--- src/rtl/shift_unit_pkg.sv ---
// Shared types and constants for the multi-mode shift unit.
package shift_unit_pkg;

  typedef enum logic [1:0] {
    LSL = 2'd0,
    LSR = 2'd1,
    ASR = 2'd2,
    ROL = 2'd3
  } shift_mode_e;

  typedef enum logic [1:0] {
    IDLE  = 2'd0,
    SHIFT = 2'd1,
    DONE  = 2'd2
  } shift_state_e;

  localparam int unsigned ZERO     = 0;
  localparam int unsigned ONE      = 1;
  localparam int unsigned TWO      = 2;
  localparam logic        BIT_ZERO = 1'b0;

endpackage

--- src/rtl/shift_unit_step.sv ---
// One-position shift of a word in the selected mode (purely combinational).
module shift_step
  import shift_unit_pkg::*;
#(
  parameter int unsigned DW = 16
) (
  input  logic [DW-1:0] word,
  input  shift_mode_e   mode,
  output logic [DW-1:0] next_word_c,
  output logic          bit_out_c
);

  // Next word and the bit that leaves it for each mode
  always_comb begin
    next_word_c = word;
    bit_out_c   = BIT_ZERO;
    case (mode)
      LSL: begin
        next_word_c = {word[DW-2:0], BIT_ZERO};
        bit_out_c   = word[DW-1];
      end
      LSR: begin
        next_word_c = {BIT_ZERO, word[DW-1:1]};
        bit_out_c   = word[0];
      end
      ASR: begin
        next_word_c = {word[DW-1], word[DW-1:1]};
        bit_out_c   = word[0];
      end
      ROL: begin
        next_word_c = {word[DW-2:0], word[DW-1]};
        bit_out_c   = word[DW-1];
      end
      default: begin
        next_word_c = word;
        bit_out_c   = BIT_ZERO;
      end
    endcase
  end

endmodule

--- src/rtl/shift_unit.sv ---
// Multi-mode shift register with start/done handshake, one step per clock.
// Optional macro SHIFT_UNIT_DUAL_STEP_EN: two steps per clock while >= 2 remain.
// busy and done trail the internal state by one edge, so the visible DONE
// cycle is the one in which done is high; accept is held off while busy.
module shift_unit
  import shift_unit_pkg::*;
#(
  parameter  int unsigned DW = 16,
  localparam int unsigned AW = $clog2(DW) + 1
) (
  input  logic          clk,
  input  logic          rst,
  input  logic          start,
  input  logic [1:0]    mode,
  input  logic [AW-1:0] amount,
  input  logic [DW-1:0] data_in,
  output logic [DW-1:0] data_out,
  output logic          carry,
  output logic          busy,
  output logic          done
);

  shift_state_e  state;
  shift_mode_e   mode_q;
  logic [AW-1:0] cnt;
  logic [AW-1:0] amount_sat;
  logic [DW-1:0] step1_word;
  logic          step1_bit;

  // Amounts beyond the word width behave as a full-width shift
  assign amount_sat = (amount > AW'(DW)) ? AW'(DW) : amount;

  shift_step #(.DW(DW)) u_step1 (
    .word        (data_out),
    .mode        (mode_q),
    .next_word_c (step1_word),
    .bit_out_c   (step1_bit)
  );

`ifdef SHIFT_UNIT_DUAL_STEP_EN
  logic [DW-1:0] step2_word;
  logic          step2_bit;

  shift_step #(.DW(DW)) u_step2 (
    .word        (step1_word),
    .mode        (mode_q),
    .next_word_c (step2_word),
    .bit_out_c   (step2_bit)
  );
`endif

  // Control FSM with registered datapath and status outputs
  always_ff @(posedge clk) begin
    if (!rst) begin
      state    <= IDLE;
      mode_q   <= LSL;
      cnt      <= AW'(ZERO);
      data_out <= DW'(ZERO);
      carry    <= BIT_ZERO;
      busy     <= BIT_ZERO;
      done     <= BIT_ZERO;
    end else begin
      done <= BIT_ZERO;
      busy <= (state != IDLE);
      case (state)
        IDLE: begin
          if (start && !busy) begin
            data_out <= data_in;
            carry    <= BIT_ZERO;
            mode_q   <= shift_mode_e'(mode);
            cnt      <= amount_sat;
            state    <= (amount_sat != AW'(ZERO)) ? SHIFT : DONE;
          end
        end
        SHIFT: begin
`ifdef SHIFT_UNIT_DUAL_STEP_EN
          if (cnt >= AW'(TWO)) begin
            data_out <= step2_word;
            carry    <= step2_bit;
            cnt      <= cnt - AW'(TWO);
            if (cnt == AW'(TWO)) state <= DONE;
          end else
`endif
          begin
            data_out <= step1_word;
            carry    <= step1_bit;
            cnt      <= cnt - AW'(ONE);
            if (cnt == AW'(ONE)) state <= DONE;
          end
        end
        DONE: begin
          done  <= 1'b1;
          state <= IDLE;
        end
        default: state <= IDLE;
      endcase
    end
  end

endmodule

--- config.mk ---
export PLATFORM = sky130hd
export DESIGN_NAME = shift_unit
export DESIGN_NICKNAME = d
export VERILOG_FILES = /design/src/rtl/shift_unit_pkg.sv /design/src/rtl/shift_unit_step.sv /design/src/rtl/shift_unit.sv
export SDC_FILE = /design/constraint.sdc
export NUM_CORES = 1
export LEC_CHECK = 0
export ABC_AREA = 0
export CORE_ASPECT_RATIO = 1.4
export CORE_MARGIN = 4
export CORE_UTILIZATION = 60
export CTS_BUF_LIST = sky130_fd_sc_hd__clkbuf_4 sky130_fd_sc_hd__clkbuf_8
export DETAILED_ROUTE_END_ITERATION = 10
export DONT_BUFFER_PORTS = 1
export PLACE_DENSITY = 0.84
export SYNTH_ARGS = -nofsm -noshare
export SYNTH_HDL_FRONTEND = slang
export SYNTH_SLANG_ARGS = --single-unit
--- constraint.sdc ---
create_clock -name clk -period 4 [get_ports clk]
set_input_delay 0.4 -clock clk [delete_from_list [all_inputs] [get_ports clk]]
set_output_delay 0.4 -clock clk [all_outputs]
set_load 0.005 [all_outputs]
==> flow_summary.ini <==
[synthesis]
ys_seq_elements = 28
synth_top_cell_by_area = dfxtp_1
synth_fp_nets = 211
synthCells = 179
synth_top_area_share_pct = 35.1
ys_seq_area_share_pct = 35.1
synth_common_cells = 28 x dfxtp_1, 19 x a21oi_1, 15 x nand3_1
async_flop_share_pct = 0
syn_area_mm2 = 0.00160
ys.flop_type = dfxtp_1
yosysMostFrequentCell = dfxtp_1
yosys_warnings = 0
yosys.cell_types.count = 43
synth_edf_count = 0
synthTopCellsByArea = dfxtp_1 35%, a221oi_2 8.5%, a21oi_1 6.0%
synth_area_per_cell_um2 = 8.93

[pwr]
max-vdd-ir-drop_mv = 0.241
p_leak_nw = 0.563
powerDensity_mw_per_mm2 = 460

[timing]
rsz0062_at_grt = false
setup_viol = 0
fmaxAchievable_ghz = 0.478
finalMaxSlewViolations = 0
tns_ns = 0
finClkSkew_ns = 0.00473
hold_ws_ns = 0.183
fin_crit_ns = 2.09
timing.final.crit_share_pct = 52.3
relSlewSlack_pct = 38.6
hold_viol = 0
worstMarginPinSlew_ns = 0.920

[critical_path]
cp_num_buf_inv = 0
cp-endpoint = cnt[3]$_SDFFE_PN0P_
cp_top_family = flip-flops
required_ns = 4.25
critical_path.startpoint_type = flip-flop
reg2reg_to = cnt[3]$_SDFFE_PN0P_
cpMaxStageDelayCell = dfxtp_1
cp.depth = 4
path_class = reg -> reg
worst-r2r-cell-count = 4
crit_arrival_ns = 2.35
r2r-start = state[0]$_SDFFE_PN0P_
path_cells = nand2b_2 > nor3_2 > a31oi_1 > o32ai_2
ff2ff_setup_slack_ns = 1.91
startpoint = state[0]$_SDFFE_PN0P_
crit_path_max_incr_delay_ns = 0.96
crit_path_end_kind = flip-flop
cp_max_fo = 24

[floorplanning]
rows = 21
dieArea_mm2 = 0.00356
io_pins = 45
fp.dieW_um = 51.6
initial_core_util_pct = 64.7
die_h_um = 69.1
core_mm2 = 0.00247

[clocking]
cts_resized = 0
htree_levels = 1
cts-root-buf = clkbuf_4
clock_path_buffers = 2
worstSkewPairLatency_ns = 0.33
cts_sinks = 28
postCtsSetupRepairBufs = 0
cts_tree = done
cts_buffers = 3
clkSlewWorstSetupHoldPaths_ns = 0.15
cts_hold_buf = 0

[grt]
grt_max_degree = 26
antenna_found_initial = 0
grt_pass1_vias = 1276
gr-usage-all-layers_pct = 21.6
grt_overflow = 0
grt_pass1_wl_um = 6090

[placed_design]
place_hpwl_um = 2770
place_congestion = 0.785
io_buffers = 0

[cells_and_area]
antennaDiodeCount = 0
fin_nets = 203
drive_gt1_share_pct = 14.1
syn2layout_area_growth_pct = -0.783

[route]
vias = 1400
drt-pass1-iter-count = 4
drtAntennaViolNets = 0
route.detailed.drc = 0
viasPerCell = 6.86
wl_per_cell_um = 18.7
drt_iter0_drc = 45
drt_wl_total_um = 3810

[run]
maxCapViolations = 0

[outcome]
status = finished clean

[worst_hold_path]
worstHoldPathType = in -> reg
## registers in the layout, summed over array words and instances, names as in the netlist
signal,count
carry,1
mode_q,2
busy,1
state,2
done,1
cnt,5
data_out,16
## worst register-to-register path, stage by stage, from the launching register on
cell and delay (ns):
dfxtp_1 0.96, nand2b_2 0.49, nor3_2 0.28, a31oi_1 0.08, o32ai_2 0.21
## kinds of logic (layout without fill, tap and decap cells)
logic type | after synthesis | in the layout | share of synthesized area [%]
buffers and inverters | 22 | 13 | 8.07
and+or+nand+nor | 59 | 59 | 20.0
DFF | 28 | 28 | 35.1
muxes | 2 | 2 | 1.25
AOI/OAI and AO/OA | 62 | 62 | 30.9
adders and majority gates | 6 | 6 | 4.70
## layer usage
layer | GRT usage (%) | part of all wire (%) | up-vias
li1 | - | - | 660
met2 | 33.9 | 50 | 69
met5 | 0 | 0 | -
met3 | 6.90 | 8.9 | 4
met1 | 26.9 | 40 | 667
met4 | 8.45 | 1.1 | 0
## report_power, final
part | internal, W | switching [W] | total, W
clock | 0.0000557 | 0.0000831 | 0.000139
combinational | 0.0000805 | 0.000117 | 0.000198
sequential | 0.000323 | 0.0000699 | 0.000393
## worst min path at each step
stage | startpoint | to | slack [ns] | cells after the start
CTS | rst | state[0]$_SDFFE_PN0P_ | 0.18 | 1
global route | rst | state[0]$_SDFFE_PN0P_ | 0.16 | 1
finish | rst | state[0]$_SDFFE_PN0P_ | 0.18 | 1
floorplan | cnt[4]$_SDFFE_PN0P_ | cnt[4]$_SDFFE_PN0P_ | 0.44 | 1
global placement | cnt[4]$_SDFFE_PN0P_ | cnt[4]$_SDFFE_PN0P_ | 0.47 | 1
detailed placement | cnt[4]$_SDFFE_PN0P_ | cnt[4]$_SDFFE_PN0P_ | 0.48 | 1
## layout by cell type (no fill, tap or decap), types with 2 or more instances in the layout
cell type   n
o31ai_1    12
nor3_2      3
nand4_1     2
nor2_1     10
nor3_1      4
inv_1       7
ha_1        6
nand2b_1    2
o21ai_1     3
clkbuf_4    3
nand3_1    15
nor2b_1     2
a221oi_1    4
a221oi_2    9
a21oi_1    19
mux2i_1     2
nor2_2      2
a31oi_1     4
a211oi_1    2
nand2_1    10
o21ai_0     2
dfxtp_1    28
## through the flow
step	cells	setup WS [ns]	utilization [%]	instance area [µm²]	power, W
after CTS	204	1.95	64.2	1590	0.000732
after detailed placement	200	1.97	62.7	1550	0.000595
after global placement	200	2.08	62.7	1550	0.000582
after floorplan	179	2.44	-	1600	0.000565
final	204	1.91	64.2	1590	0.000730
after global routing	204	1.74	64.2	1590	0.000780
## layout make-up
cell class / instances / area (µm²)
Multi-Input combinational cell: 129 / 908
Clock buffer: 4 / 36.3
Fill cell: 221 / 885
Tap cell: 34 / 42.5
Inverter: 8 / 30.0
Timing Repair Buffer: 1 / 7.51
Sequential cell: 28 / 561
Note: power is estimated with default switching activity, not from simulation.
